==> config.mk <==
export PLATFORM = sky130hd
export DESIGN_NAME = stream_cat_sync
export DESIGN_NICKNAME = d
export VERILOG_FILES = /design/src/rtl/stream_cat_pkg.sv /design/src/rtl/stream_cat_fifo.sv /design/src/rtl/stream_cat_sync.sv
export SDC_FILE = /design/constraint.sdc
export NUM_CORES = 1
export LEC_CHECK = 0
export ABC_AREA = 1
export BUFFER_PORTS_ARGS = -buffer_cell sky130_fd_sc_hd__buf_2
export CORE_MARGIN = 8
export CORE_UTILIZATION = 40
export DETAILED_ROUTE_END_ITERATION = 10
export HOLD_SLACK_MARGIN = 0.06
export SLEW_MARGIN = 20
export SYNTH_ARGS = -nofsm -noshare
export SYNTH_HDL_FRONTEND = slang
export SYNTH_HIERARCHICAL = 1
export SYNTH_SLANG_ARGS = --single-unit
==> constraint.sdc <==
create_clock -name aclk -period 4.6 [get_ports aclk]
set_clock_uncertainty 0.05 [all_clocks]
set_input_delay 0.92 -clock aclk [delete_from_list [all_inputs] [get_ports aclk]]
set_output_delay 0.92 -clock aclk [all_outputs]
set_load 0.01 [all_outputs]
==> src/rtl/stream_cat_pkg.sv <==
// -----------------------------------------------------------------------------
// stream_cat_pkg
// Shared constants and helpers for the clocked stream concatenator.
//   - DEF_*        : default parameter values of the block
//   - PTR_W        : FIFO pointer width for the default FIFO depth
//   - SKEW_CNT_W   : skew counter width for the default timeout
//   - ptr_width()  : pointer width for an arbitrary power-of-two depth
//   - cnt_width()  : counter width able to hold 0..timeout
//   - lane_lsb()   : LSB position of a lane inside a packed multi-lane bus
// -----------------------------------------------------------------------------
package stream_cat_pkg;

    localparam int DEF_N_CH         = 12;
    localparam int DEF_DATA_W       = 8;
    localparam int DEF_FIFO_DEPTH   = 4;
    localparam int DEF_SKEW_TIMEOUT = 64;

    // Index width of a power-of-two FIFO; at least one bit.
    function automatic int ptr_width(input int depth);
        return (depth > 1) ? $clog2(depth) : 1;
    endfunction

    // Width needed to count from 0 up to and including timeout.
    function automatic int cnt_width(input int timeout);
        return (timeout > 0) ? $clog2(timeout + 1) : 1;
    endfunction

    // Lane i of a bus of width-bit lanes starts at bit i*width.
    function automatic int lane_lsb(input int lane, input int width);
        return lane * width;
    endfunction

    localparam int PTR_W      = ptr_width(DEF_FIFO_DEPTH);
    localparam int SKEW_CNT_W = cnt_width(DEF_SKEW_TIMEOUT);

endpackage

==> src/rtl/stream_cat_fifo.sv <==
// -----------------------------------------------------------------------------
// stream_cat_fifo
// Small register FIFO, first-word-fall-through, with synchronous clear.
// One instance buffers one input channel of the concatenator.
//
// Ports:
//   clk_i    : clock
//   rst_ni   : asynchronous active-low reset (FIFO empty)
//   clr_i    : synchronous clear, wins over push and pop
//   push_i   : write din_i (ignored when full)
//   pop_i    : discard head entry (ignored when empty)
//   din_i    : write data
//   dout_o   : head entry, valid whenever empty_o is low
//   full_o   : DEPTH entries held
//   empty_o  : no entries held
// -----------------------------------------------------------------------------
module stream_cat_fifo
    import stream_cat_pkg::*;
#(
    parameter int DATA_W = DEF_DATA_W,
    parameter int DEPTH  = DEF_FIFO_DEPTH
) (
    input  logic              clk_i,
    input  logic              rst_ni,
    input  logic              clr_i,
    input  logic              push_i,
    input  logic              pop_i,
    input  logic [DATA_W-1:0] din_i,
    output logic [DATA_W-1:0] dout_o,
    output logic              full_o,
    output logic              empty_o
);

    // The default depth resolves to the package constant.
    localparam int AW = (DEPTH == DEF_FIFO_DEPTH) ? PTR_W : ptr_width(DEPTH);

    logic [DATA_W-1:0] mem_q [DEPTH];

    // Pointers carry one extra wrap bit so full and empty are distinguishable.
    logic [AW:0] wr_ptr_q;
    logic [AW:0] wr_ptr_d;
    logic [AW:0] rd_ptr_q;
    logic [AW:0] rd_ptr_d;

    logic do_push;
    logic do_pop;

    assign empty_o = (wr_ptr_q == rd_ptr_q);
    assign full_o  = (wr_ptr_q[AW] != rd_ptr_q[AW]) &&
                     (wr_ptr_q[AW-1:0] == rd_ptr_q[AW-1:0]);

    assign do_push = push_i & ~full_o  & ~clr_i;
    assign do_pop  = pop_i  & ~empty_o & ~clr_i;

    assign dout_o = mem_q[rd_ptr_q[AW-1:0]];

    always_comb begin
        wr_ptr_d = wr_ptr_q;
        rd_ptr_d = rd_ptr_q;
        if (clr_i) begin
            wr_ptr_d = '0;
            rd_ptr_d = '0;
        end else begin
            if (do_push) begin
                wr_ptr_d = wr_ptr_q + 1'b1;
            end
            if (do_pop) begin
                rd_ptr_d = rd_ptr_q + 1'b1;
            end
        end
    end

    always_ff @(posedge clk_i or negedge rst_ni) begin
        if (!rst_ni) begin
            wr_ptr_q <= '0;
            rd_ptr_q <= '0;
        end else begin
            wr_ptr_q <= wr_ptr_d;
            rd_ptr_q <= rd_ptr_d;
        end
    end

    // Storage needs no reset: an entry is only read after it was written.
    always_ff @(posedge clk_i) begin
        if (do_push) begin
            mem_q[wr_ptr_q[AW-1:0]] <= din_i;
        end
    end

endmodule

==> src/rtl/stream_cat_sync.sv <==
// -----------------------------------------------------------------------------
// stream_cat_sync
// Joins N_CH AXI-Stream slave channels of DATA_W bits into one master word of
// N_CH*DATA_W bits. Every output word carries exactly one beat from each
// enabled channel; per-channel FIFOs absorb inter-channel skew.
//
// Handshake semantics (both sides): a beat transfers at a rising aclk edge
// where TVALID and TREADY are both high. The master side keeps TVALID and
// TDATA stable while TVALID is high and TREADY is low.
//
// Ports:
//   aclk, aresetn   : clock, asynchronous active-low reset
//   S_AXIS_TDATA    : channel i in bits [i*DATA_W +: DATA_W]
//   S_AXIS_TVALID   : per-channel valid
//   S_AXIS_TREADY   : per-channel ready (disabled channels always ready)
//   M_AXIS_TDATA    : joined word, channel 0 in the LSBs, disabled lanes 0
//   M_AXIS_TVALID   : output valid
//   M_AXIS_TREADY   : downstream ready
//   ch_en           : channel enable mask, expected to change only when idle
//   clr_err         : pulse, clears skew_err
//   skew_err        : sticky, set after SKEW_TIMEOUT cycles of sustained skew
//   out_count       : number of master-side handshakes, wraps at 2^32
// -----------------------------------------------------------------------------
module stream_cat_sync
    import stream_cat_pkg::*;
#(
    parameter int N_CH         = DEF_N_CH,
    parameter int DATA_W       = DEF_DATA_W,
    parameter int FIFO_DEPTH   = DEF_FIFO_DEPTH,
    parameter int SKEW_TIMEOUT = DEF_SKEW_TIMEOUT
) (
    input  logic                   aclk,
    input  logic                   aresetn,
    input  logic [N_CH*DATA_W-1:0] S_AXIS_TDATA,
    input  logic [N_CH-1:0]        S_AXIS_TVALID,
    output logic [N_CH-1:0]        S_AXIS_TREADY,
    output logic [N_CH*DATA_W-1:0] M_AXIS_TDATA,
    output logic                   M_AXIS_TVALID,
    input  logic                   M_AXIS_TREADY,
    input  logic [N_CH-1:0]        ch_en,
    input  logic                   clr_err,
    output logic                   skew_err,
    output logic [31:0]            out_count
);

    localparam int W  = N_CH * DATA_W;
    // The default timeout resolves to the package constant.
    localparam int CW = (SKEW_TIMEOUT == DEF_SKEW_TIMEOUT) ? SKEW_CNT_W
                                                           : cnt_width(SKEW_TIMEOUT);
    localparam logic [CW-1:0] SKEW_MAX = CW'(SKEW_TIMEOUT);

    // Ready is held off until the first edge after reset release so no beat
    // can be accepted in the same cycle the reset deasserts.
    logic ready_en_q;

    logic [N_CH-1:0] full;
    logic [N_CH-1:0] empty;
    logic [N_CH-1:0] push;
    logic [N_CH-1:0] fifo_pop;
    logic [W-1:0]    joined;

    logic join_ok;
    logic pop;
    logic m_hs;

    logic [W-1:0]  tdata_q;
    logic [W-1:0]  tdata_d;
    logic          tvalid_q;
    logic          tvalid_d;

    logic          skew;
    logic [CW-1:0] skew_cnt_q;
    logic [CW-1:0] skew_cnt_d;
    logic          skew_err_q;
    logic          skew_err_d;

    logic [31:0]   count_q;
    logic [31:0]   count_d;

    // ------------------------------------------------------------------
    // Input side
    // ------------------------------------------------------------------
    // A disabled channel is always ready and its beats are dropped (sink).
    assign S_AXIS_TREADY = {N_CH{ready_en_q}} & (~ch_en | ~full);
    assign push          = S_AXIS_TVALID & S_AXIS_TREADY & ch_en;

    // ------------------------------------------------------------------
    // Join: a word forms only when every enabled channel has a head entry
    // ------------------------------------------------------------------
    assign join_ok  = (|ch_en) & (&(~ch_en | ~empty));
    assign m_hs     = tvalid_q & M_AXIS_TREADY;
    assign pop      = join_ok & (~tvalid_q | M_AXIS_TREADY);
    assign fifo_pop = {N_CH{pop}} & ch_en;

    for (genvar i = 0; i < N_CH; i++) begin : g_lane
        logic [DATA_W-1:0] lane_dout;

        stream_cat_fifo #(
            .DATA_W (DATA_W),
            .DEPTH  (FIFO_DEPTH)
        ) u_fifo (
            .clk_i   (aclk),
            .rst_ni  (aresetn),
            .clr_i   (~ch_en[i]),
            .push_i  (push[i]),
            .pop_i   (fifo_pop[i]),
            .din_i   (S_AXIS_TDATA[lane_lsb(i, DATA_W) +: DATA_W]),
            .dout_o  (lane_dout),
            .full_o  (full[i]),
            .empty_o (empty[i])
        );

        assign joined[lane_lsb(i, DATA_W) +: DATA_W] = ch_en[i] ? lane_dout : '0;
    end

    // ------------------------------------------------------------------
    // Output register
    // ------------------------------------------------------------------
    always_comb begin
        tdata_d  = tdata_q;
        tvalid_d = tvalid_q;
        if (pop) begin
            tdata_d  = joined;
            tvalid_d = 1'b1;
        end else if (m_hs) begin
            // Word consumed and nothing new: drop valid, keep last data.
            tvalid_d = 1'b0;
        end
    end

    // ------------------------------------------------------------------
    // Skew monitor: some enabled FIFO full while another is empty
    // ------------------------------------------------------------------
    assign skew = (|(ch_en & full)) & (|(ch_en & empty));

    always_comb begin
        skew_cnt_d = '0;
        if (skew) begin
            skew_cnt_d = (skew_cnt_q == SKEW_MAX) ? skew_cnt_q : skew_cnt_q + 1'b1;
        end
    end

    // Once saturated with skew still present the set term stays active, so a
    // clear pulse during sustained skew has no effect (set wins).
    always_comb begin
        skew_err_d = skew_err_q;
        if (clr_err) begin
            skew_err_d = 1'b0;
        end
        if (skew && (skew_cnt_d == SKEW_MAX)) begin
            skew_err_d = 1'b1;
        end
    end

    assign count_d = count_q + {31'd0, m_hs};

    always_ff @(posedge aclk or negedge aresetn) begin
        if (!aresetn) begin
            ready_en_q <= 1'b0;
            tdata_q    <= '0;
            tvalid_q   <= 1'b0;
            skew_cnt_q <= '0;
            skew_err_q <= 1'b0;
            count_q    <= '0;
        end else begin
            ready_en_q <= 1'b1;
            tdata_q    <= tdata_d;
            tvalid_q   <= tvalid_d;
            skew_cnt_q <= skew_cnt_d;
            skew_err_q <= skew_err_d;
            count_q    <= count_d;
        end
    end

    assign M_AXIS_TDATA  = tdata_q;
    assign M_AXIS_TVALID = tvalid_q;
    assign skew_err      = skew_err_q;
    assign out_count     = count_q;

endmodule
After elaboration in Yosys (flattened, before gate mapping)
Memory sizes are Yosys's and may differ from the RTL's.
Cells that the tools add are included.

operators by class
  add/subtract/negate cells = 26
  equality and inequality tests = 62
  muxes and demuxes = 90
  bitwise gates (word level) = 89
  reduce and logical (&&, ||, !) cells = 19

operators by type and width
  cell                   count
  $mux W3                48
  $mux W8                12
  $add A3 B1 Y3 const B  24
  $and A12 B12 Y12       6
  $and A1 B1 Y1          52
  $ne A2 B1 Y1 const B   24
  $eq A3 B3 Y1           12
  $not A12 Y12           3
  $reduce_or A12 Y1      3
  $add A32 B1 Y32        1
  $mux W1                28
  $not A1 Y1             25
  $eq A2 B2 Y1           12
  $or A12 B12 Y12        2
  $eq A7 B7 Y1 const B   2
  $mux W7                2
  $logic_and A1 B1 Y1    13
  $ne A1 B1 Y1           12
  $reduce_and A12 Y1     1
  $add A7 B1 Y7 const B  1
  $reduce_bool A2 Y1     2
  $or A1 B1 Y1           1

word-level totals
  register bits = 210
  bits in writable memories = 384
  input port bits = 124
  word-level logic and storage cells = 328
  memories kept = 12

memory list
  name                     words  bits a word  rd ports  clocked after Yosys merged registers in  wr ports  line                   RTL
  g_lane[0].u_fifo.mem_q   4      8            1         0                                        1         stream_cat_fifo.sv:37  logic [DATA_W-1:0] mem_q [DEPTH];
  g_lane[10].u_fifo.mem_q  4      8            1         0                                        1         stream_cat_fifo.sv:37
  g_lane[11].u_fifo.mem_q  4      8            1         0                                        1         stream_cat_fifo.sv:37
  g_lane[1].u_fifo.mem_q   4      8            1         0                                        1         stream_cat_fifo.sv:37
  g_lane[2].u_fifo.mem_q   4      8            1         0                                        1         stream_cat_fifo.sv:37
  g_lane[3].u_fifo.mem_q   4      8            1         0                                        1         stream_cat_fifo.sv:37
  6 more memories          -      -            -         -                                        -         -

Longest topological paths before layout
Gate-level depths: netlist of the first run.

  word-level depth = 11
  gate-level depth with buffers = 18
  depth with buffers taken out = 15

By module
The synthesis of the first run kept the hierarchy.

modules (own cells, without submodules)
  module                                   instances  cells an instance  area an instance (sq um)  seq. area each (sq um)
  stream_cat_fifo (g_lane[10].u_fifo ...)  10         140                1689.1                    1111.1
  stream_cat_sync                          1          749                6219.7                    3453.3
  stream_cat_fifo (g_lane[0].u_fifo ...)   2          140                1664.1                    1111.1

Least setup slack after synthesis of the first run
No wires, ideal clock.

  path kind = input port to flip-flop
  start = in ch_en[0]
  end = mem g_lane[0].u_fifo/mem_q[0][0] (netlist name) (enable)
  library setup time = 0.371 ns
  arrival = 2.043 ns
  data required time = 4.179 ns
  setup slack = 2.137 ns
  stages on the path = 5
  buffers on the path = 0
  path through = a21oi_1 > nand2_1 > nor2_1 > nand3_2 > nor2_1

between the ends
  longest elaborated chain between the ends = 9

RTL lines
  what                               line                   RTL
  from (decl)                        stream_cat_sync.sv:40  input logic [N_CH-1:0] ch_en,
  $not A12 Y12                       stream_cat_sync.sv:84  assign S_AXIS_TREADY = {N_CH{ready_en_q}} & (~ch_en | ~full);
  $or A12 B12 Y12                    stream_cat_sync.sv:84
  $and A12 B12 Y12                   stream_cat_sync.sv:84
  $and A12 B12 Y12                   stream_cat_sync.sv:85  assign push = S_AXIS_TVALID & S_AXIS_TREADY & ch_en;
  $and A12 B12 Y12 (*)               stream_cat_sync.sv:85
  via push[0]                        stream_cat_sync.sv:58  logic [N_CH-1:0] push;
  $and A1 B1 Y1 (*) (2 in series)    stream_cat_fifo.sv:52  assign do_push = push_i & ~full_o & ~clr_i;
  $mux W1 (*)                        stream_cat_fifo.sv:85  if (do_push) begin
  $mux W1 (not written as such) (*)  stream_cat_fifo.sv:86  mem_q[wr_ptr_q[AW-1:0]] <= din_i;
  to (decl)                          stream_cat_fifo.sv:37

Mark *: on every way through the listed nets, which the timed path passes. The rest lies on a longest branch.

Worst setup path after layout of the first run
  start = reg g_lane[11].u_fifo.rd_ptr_q[0]
  end = reg g_lane[6].u_fifo.rd_ptr_q[1]

between the ends
  longest elaborated chain between the ends = 10

RTL lines
  what                         line                   RTL
  from (decl)                  stream_cat_fifo.sv:42  logic [AW:0] rd_ptr_q;
  from (signal assigned)       stream_cat_fifo.sv:79  rd_ptr_q <= rd_ptr_d;
  $eq A3 B3 Y1                 stream_cat_fifo.sv:48  assign empty_o = (wr_ptr_q == rd_ptr_q);
  via empty[11]                stream_cat_sync.sv:57  logic [N_CH-1:0] empty;
  $not A12 Y12                 stream_cat_sync.sv:90  assign join_ok = (|ch_en) & (&(~ch_en | ~empty));
  $or A12 B12 Y12              stream_cat_sync.sv:90
  $reduce_and A12 Y1           stream_cat_sync.sv:90
  $and A1 B1 Y1                stream_cat_sync.sv:90
  $and A1 B1 Y1                stream_cat_sync.sv:92  assign pop = join_ok & (~tvalid_q | M_AXIS_TREADY);
  $and A12 B12 Y12             stream_cat_sync.sv:93  assign fifo_pop = {N_CH{pop}} & ch_en;
  via fifo_pop[6]              stream_cat_sync.sv:59  logic [N_CH-1:0] fifo_pop;
  $and A1 B1 Y1 (2 in series)  stream_cat_fifo.sv:53  assign do_pop = pop_i & ~empty_o & ~clr_i;
  $ne A2 B1 Y1 (no line)       -
  to (signal assigned)         stream_cat_fifo.sv:79
  to (decl)                    stream_cat_fifo.sv:42

The timed path passes the listed nets, and every way through them passes these cells.
A chain may end at the register's enable or synchronous reset.

==> results of run 1 <==
## logic make-up (layout without fill, tap and decap cells)
group	count (synthesis)	in the layout	share of synthesized area [%]
AND/OR/NAND/NOR	1125	1125	19.2
flip-flops	594	594	63.5
AO/OA/AOI/OAI	306	306	6.25
buffers and inverters	272	603	5.13
XOR/XNOR	67	67	2.90
adder cells (fa/ha/maj)	64	64	3.03
other	1	6	0.0142
## cell usage in the layout (no fill, tap or decap), types with 82 or more instances in the layout
master	instances
buf_2	264
nand4_1	82
inv_1	178
nand2_1	560
edfxtp_1	384
nand3_1	93
o22ai_1	96
o21ai_0	170
nor2_1	288
dfrtp_1	210
## cell type report
cell class / instances / area (um^2)
Antenna cell: 5 / 12.5
Fill cell: 5987 / 34900
Multi-Input combinational cell: 1563 / 8310
Clock inverter: 38 / 350
Timing Repair Buffer: 276 / 1440
Clock buffer: 90 / 1980
Tap cell: 864 / 1080
Sequential cell: 594 / 16800
Inverter: 199 / 757
## stage by stage
stage / instance area, um^2 / hold WS, ps / util (%) / setup slack [ps] / power [mW]
global placement: 28400 / 410 / 43.2 / 1090 / 6.32
floorplan: 26400 / 457 / - / 2140 / 6.09
finish: 30700 / 306 / 46.8 / 1010 / 11.7
CTS: 30700 / 372 / 46.8 / 967 / 11.9
detailed placement: 28400 / 411 / 43.2 / 997 / 6.34
global route: 30700 / 357 / 46.8 / 649 / 12.2
## worst max-delay path, stage by stage, from the launching register on
cell and delay [ps]:
dfrtp_1 790, inv_6 160, nand2_2 130, nand2_4 70, nand3_4 100, inv_1 50
nand2_1 130, nand2_1 80, nor2_1 140, nand3_1 160, inv_1 130, nand3_4 440
buf_12 390, nor2_2 380, nand2_2 120, nand3_1 90, nand2_1 60
## final timing paths
kind                                                           start                                       end  slack (ps)  cells after the start
max                        g_lane[11].u_fifo/rd_ptr_q[0]$_DFFE_PN0P_  g_lane[6].u_fifo/rd_ptr_q[1]$_DFFE_PN0P_        1010                     16
min                                                          aresetn              M_AXIS_TDATA[34]$_DFFE_PN0N_         310                      1
max reg2reg                g_lane[11].u_fifo/rd_ptr_q[0]$_DFFE_PN0P_  g_lane[6].u_fifo/rd_ptr_q[1]$_DFFE_PN0P_        1010                     16
min reg2reg                             M_AXIS_TDATA[40]$_DFFE_PN0N_              M_AXIS_TDATA[40]$_DFFE_PN0N_         420                      2
max in group asynchronous                                    aresetn                    out_count[6]$_DFF_PN0_        3120                      2
min in group aclk                       M_AXIS_TDATA[40]$_DFFE_PN0N_              M_AXIS_TDATA[40]$_DFFE_PN0N_         420                      2
## flip-flops by register name (all words and copies together), names as in the netlist
signal	flops
g_lane.u_fifo/mem_q	384
M_AXIS_TDATA	96
g_lane.u_fifo/rd_ptr_q	36
g_lane.u_fifo/wr_ptr_q	36
out_count	32
skew_cnt_q	7
M_AXIS_TVALID	1
ready_en_q	1
skew_err	1
## power by group through the flow
stage	Clock (mW)	Sequential [mW]	Combinational, mW
final	5.53	5.81	0.411
after global routing	5.90	5.81	0.462
after CTS	5.68	5.81	0.421
after detailed placement	0	5.92	0.419
after global placement	0	5.91	0.407
after floorplan	0	5.92	0.162
## layer usage
layer  up-vias  part of all wire [%]  wire, um  GRT usage [%]
met5         -                  0.10        67              0
met4        10                   2.3      1450           5.80
met3       108                   5.7      3640           3.76
met2       415                    49     31300           28.5
met1      8789                    43     28000           21.5
li1       8848                     -         -              -
==> impl_metrics.py, run 1 <==
metrics = {
    "route": {
        "drt_iter0_markers": 1236,
        "remaining_drc_errors": 0,
        "wirelength_um": 64500,
        "post_drt_wl_per_cell_um": 17.8,
        "firstDrtPassIters": 5,
        "ant_nets": 0,
        "dr_total_vias": 18200,
        "via_per_inst": 5.01,
    },
    "synthesis": {
        "synth_nets": 2617,
        "seq_area_frac_synth_pct": 63.5,
        "synthTopCellsByArea": "edfxtp_1, dfrtp_1, nand2_1, nor2_1, o21ai_0",
        "synth_commonest_cells": "nand2_1, edfxtp_1, nor2_1, dfrtp_1, inv_1",
        "syn_area_per_cell_um2": 10.9,
        "ys_ff_latch": 594,
        "yosysMostFrequentCell": "nand2_1",
        "synth_cell_types": 34,
        "yosys_warnings": 6,
        "syn_inst": 2429,
        "synth-async-reset-ratio_pct": 35.4,
        "yosysTopAreaCellShare_pct": 43.6,
        "syn_area_um2": 26400,
        "synth_top_flop_cell": "edfxtp_1",
        "synth_top_area_cell": "edfxtp_1",
        "synth_edf_count": 384,
    },
    "floorplanning": {
        "die_area_um2": 74600,
        "die_x_um": 273,
        "core_area_um2": 65600,
        "num_io_pins": 266,
        "die_h_um": 273,
        "initial_utilization_pct": 40.3,
        "rows": 94,
    },
    "global_route": {
        "grt_max_degree": 108,
        "gr-total-overflow": 0,
        "grt_pass1_wl_um": 102000,
        "grt_pass1_vias": 18400,
        "globalRouteTotalUtil_pct": 17.0,
        "antenna_found_initial": 13,
    },
    "cts": {
        "cts-resized-gates": 0,
        "numCtsBuffers": 69,
        "postCtsHoldBufs": 0,
        "clk_latency_ps": 600,
        "cts.sinks": 594,
        "root_buffer": "clkbuf_16",
        "post_cts_buffers": 0,
        "clockBufferDepth": 3,
        "clk_pin_slew_worst_paths_ps": 60,
        "tritoncts": "done",
        "cts.htree.levels": 3,
    },
    "timing": {
        "rsz0062_at_grt": "false",
        "fin_tns_setup_ps": 0,
        "worst_slew_pin_slew_ps": 941,
        "period_needed_ps": 3590,
        "fin_crit_sh_pct": 78.1,
        "final-setup-viol-count": 0,
        "drv_slew": 0,
        "slew_headroom_pct": 37.1,
        "hold_viol_final": 0,
        "fmax_ghz": 0.278,
    },
    "outcome": {
        "run_status": "completed",
    },
    "pwr": {
        "power.density_nw_per_um2": 382,
        "pwr-share-seq_pct": 49.5,
        "p_int_mw": 9.23,
        "clkPwrFrac_pct": 47.1,
        "p_leak_nw": 13.6,
        "power.switching_mw": 2.51,
        "combPwrFrac_pct": 3.5,
        "vdd_drop_max_mv": 0.230,
        "switching_share_pct": 21.4,
    },
    "final_layout": {
        "final_cells": 3629,
        "final_nets": 2891,
        "areaGrowthSynthToFinish_pct": 16.2,
        "final_layout_size_suffix_gt1_share_pct": 18.3,
    },
    "placed_design": {
        "placed_cells": 3496,
        "post-dp-hpwl_um": 45300,
        "gp_congestion": 0.865,
        "io_buffers": 265,
    },
    "min_path": {
        "hold_class": "in2async",
    },
    "worst_setup_path": {
        "worst-path-max-fanout": 33,
        "crit_required_ps": 5030,
        "worstPathArrival_ps": 4030,
        "start_kind": "flop",
        "critPathCaptureType": "flop",
        "crit_type": "reg2reg",
    },
    "run": {
        "maxCapViolCount": 0,
    },
}
Note: power is estimated with default switching activity, not from simulation.
==> run 2: changes to the inputs <==
- clock period: 4.6 -> 3.35 ns (I/O delays scaled with it)
==> run 2 against run 1 <==
  * Via count up 1.4%
  * First-iteration DRC count down 13%
  * Global-route usage up 0.33 points
  * Final cell count up 1.8%
  * Sequential share of layout area down 0.62 points
  * Clock-buffer cell count down 6
  * Critical endpoint is now g_lane[5].u_fifo/rd_ptr_q[1]$_DFFE_PN0P_
==> impl_metrics.py, run 2 (synthesis gave the netlist of run 1 again) <==
metrics = {
    "floorplanning": {
        "rows": 94,
        "die_h_um": 273,
        "num_io_pins": 266,
        "core_area_um2": 65600,
        "die_area_um2": 74600,
        "die_x_um": 273,
        "initial_utilization_pct": 40.3,
    },
    "worst_setup_path": {
        "crit_required_ps": 3820,
        "crit_top_cell": "nand2_1",
        "reg2reg_slack_ps": 330,
        "worst-path-max-fanout": 12,
        "crit_path_top_delay_cell": "dfrtp_1",
        "max_stage_delay_ps": 580,
        "reg2reg_to": "g_lane[5].u_fifo/rd_ptr_q[1]$_DFFE_PN0P_",
        "worstPathArrival_ps": 3490,
        "r2r.worst_path.cells": 16,
        "crit_type": "reg2reg",
        "start_kind": "flop",
        "r2r-start": "g_lane[4].u_fifo/rd_ptr_q[1]$_DFFE_PN0P_",
        "crit_chain": "inv_2 > nand2_1 > nand2_2 > nand3_2 > inv_1 > nand2_1 > nand2_1 > nor2_1 > nand3_1 > inv_1 > nand3_4 > buf_4 > nor2_2 > buf_4 > nand4_1 > nand2_1",
        "critPathCaptureType": "flop",
    },
    "outcome": {
        "run_status": "completed",
    },
    "cts": {
        "clk_latency_ps": 600,
        "clk_pin_slew_worst_paths_ps": 60,
        "cts.sinks": 594,
        "numCtsBuffers": 67,
        "clockBufferDepth": 3,
        "tritoncts": "done",
        "cts.htree.levels": 3,
        "root_buffer": "clkbuf_16",
    },
    "route": {
        "wirelength_um": 65500,
        "post_drt_wl_per_cell_um": 17.7,
        "ant_nets": 0,
        "remaining_drc_errors": 0,
        "firstDrtPassIters": 5,
        "drt_iter0_markers": 1070,
        "via_per_inst": 4.99,
        "dr_total_vias": 18400,
    },
    "timing": {
        "hold_viol_final": 0,
        "rsz0062_at_grt": "false",
        "final-setup-viol-count": 0,
        "drv_slew": 0,
        "worst_slew_pin_slew_ps": 804,
        "slew_headroom_pct": 46.4,
        "period_needed_ps": 3020,
        "finalHoldWorstSlack_ps": 245,
        "fin_tns_setup_ps": 0,
        "fmax_ghz": 0.331,
        "fin_crit_sh_pct": 90.1,
    },
    "global_route": {
        "top_usage_layer": "met2",
        "grt_max_degree": 87,
        "gr-total-overflow": 0,
        "antenna_found_initial": 14,
        "grt_util_met3_pct": 4.69,
        "use_met1_pct": 21.6,
        "grt_pass1_wl_um": 103000,
        "globalRouteTotalUtil_pct": 17.3,
        "use_met2_pct": 29.2,
        "grt_pass1_vias": 19000,
    },
    "final_layout": {
        "final_nets": 2961,
        "areaGrowthSynthToFinish_pct": 17.6,
        "final_cell_mix": "nand2_1, edfxtp_1, nor2_1, buf_2, dfrtp_1",
        "final_layout_size_suffix_gt1_share_pct": 20.2,
        "largest_register_ffs": 384,
        "final_common_cell": "nand2_1",
    },
    "min_path": {
        "min_to": "g_lane[2].u_fifo/mem_q[2][7]$_DFFE_PP_",
        "min_from": "S_AXIS_TDATA[23]",
        "hold_class": "in2reg",
        "whs_path_depth": 1,
    },
    "pwr": {
        "p_leak_nw": 13.9,
        "vdd_drop_max_mv": 0.378,
        "power.density_nw_per_um2": 503,
    },
    "placed_design": {
        "gp_congestion": 0.877,
        "post-dp-hpwl_um": 46500,
        "io_buffers": 265,
    },
    "run": {
        "maxCapViolCount": 0,
    },
}
[run 2: cell count changes in the layout (fill, tap and decap cells not counted), sizes merged]
cell and delta:
clkinvlp +4, inv -3, clkbuf -6, diode +2, buf +71, dlygate4sd3 +1, bufinv -2
[run 2: worst max-delay path by stage]
stage	start	to	slack [ps]	cells after the start
final	g_lane[4].u_fifo/rd_ptr_q[1]$_DFFE_PN0P_	g_lane[5].u_fifo/rd_ptr_q[1]$_DFFE_PN0P_	330	16
after global routing	g_lane[4].u_fifo/rd_ptr_q[1]$_DFFE_PN0P_	g_lane[5].u_fifo/rd_ptr_q[1]$_DFFE_PN0P_	50	16
after CTS	g_lane[7].u_fifo/rd_ptr_q[1]$_DFFE_PN0P_	g_lane[1].u_fifo/rd_ptr_q[1]$_DFFE_PN0P_	180	15
after detailed placement	g_lane[7].u_fifo/rd_ptr_q[1]$_DFFE_PN0P_	g_lane[1].u_fifo/rd_ptr_q[0]$_DFFE_PN0P_	200	15
after global placement	g_lane[7].u_fifo/rd_ptr_q[1]$_DFFE_PN0P_	g_lane[6].u_fifo/rd_ptr_q[1]$_DFFE_PN0P_	240	17
after floorplan	g_lane[0].u_fifo/rd_ptr_q[1]$_DFFE_PN0P_	g_lane[0].u_fifo/mem_q[0][0]$_DFFE_PP_	970	10
[run 2: cell type report]
| type | count | area, um^2 |
|---|---|---|
| diodes | 7 | 17.5 |
| clock buffers | 84 | 1850 |
| clock inverters | 37 | 283 |
| fillers | 5952 | 34500 |
| inverters | 199 | 757 |
| multi-input cells | 1563 | 8310 |
| flip-flops and latches | 594 | 16800 |
| well taps | 864 | 1080 |
| repair buffers | 348 | 1990 |
[run 2: critical path, delay by kind of cell (launching register included)]
family                 cells  cell delay [ps]
and+or+nand+nor           11             1440
buffers and inverters      5              860
DFF                        1              580
[run 2: through the flow]
step	worst slack, ps	power, mW	utilization (%)	instances	instance area [um^2]
after detailed placement	198	8.71	44.1	3567	28900
after CTS	178	15.9	47.3	3689	31100
after global routing	47.5	16.2	47.4	3695	31100
after floorplan	973	8.36	-	2429	26400
after global placement	243	8.69	44.1	3567	28900
final	331	15.6	47.4	3696	31100
[run 2: repair_timing]
| item | CTS | global route |
|---|---|---|
| resized for setup | 0 | 2 |
| endpoints found under the hold margin | 1 | 0 |
| buffers inserted | 0 | 0 |
| hold buffers | 1 | 0 |
| endpoints found under the setup margin | 0 | 3 |
[run 2: power by group]
part / leakage [nW] / internal, mW / switching, mW
clock: 1.04 / 4.17 / 2.90
combinational: 6.49 / 0.189 / 0.389
sequential: 6.37 / 7.91 / 0.0665
total: 13.9 / 12.3 / 3.36
[run 2: routing by layer]
metal	wire, um	vias up	part of all wire, %
met5	64	-	0.098
met3	4190	106	6.4
li1	-	8958	-
met2	32000	405	49
met1	27900	8952	43
met4	1310	10	2.0
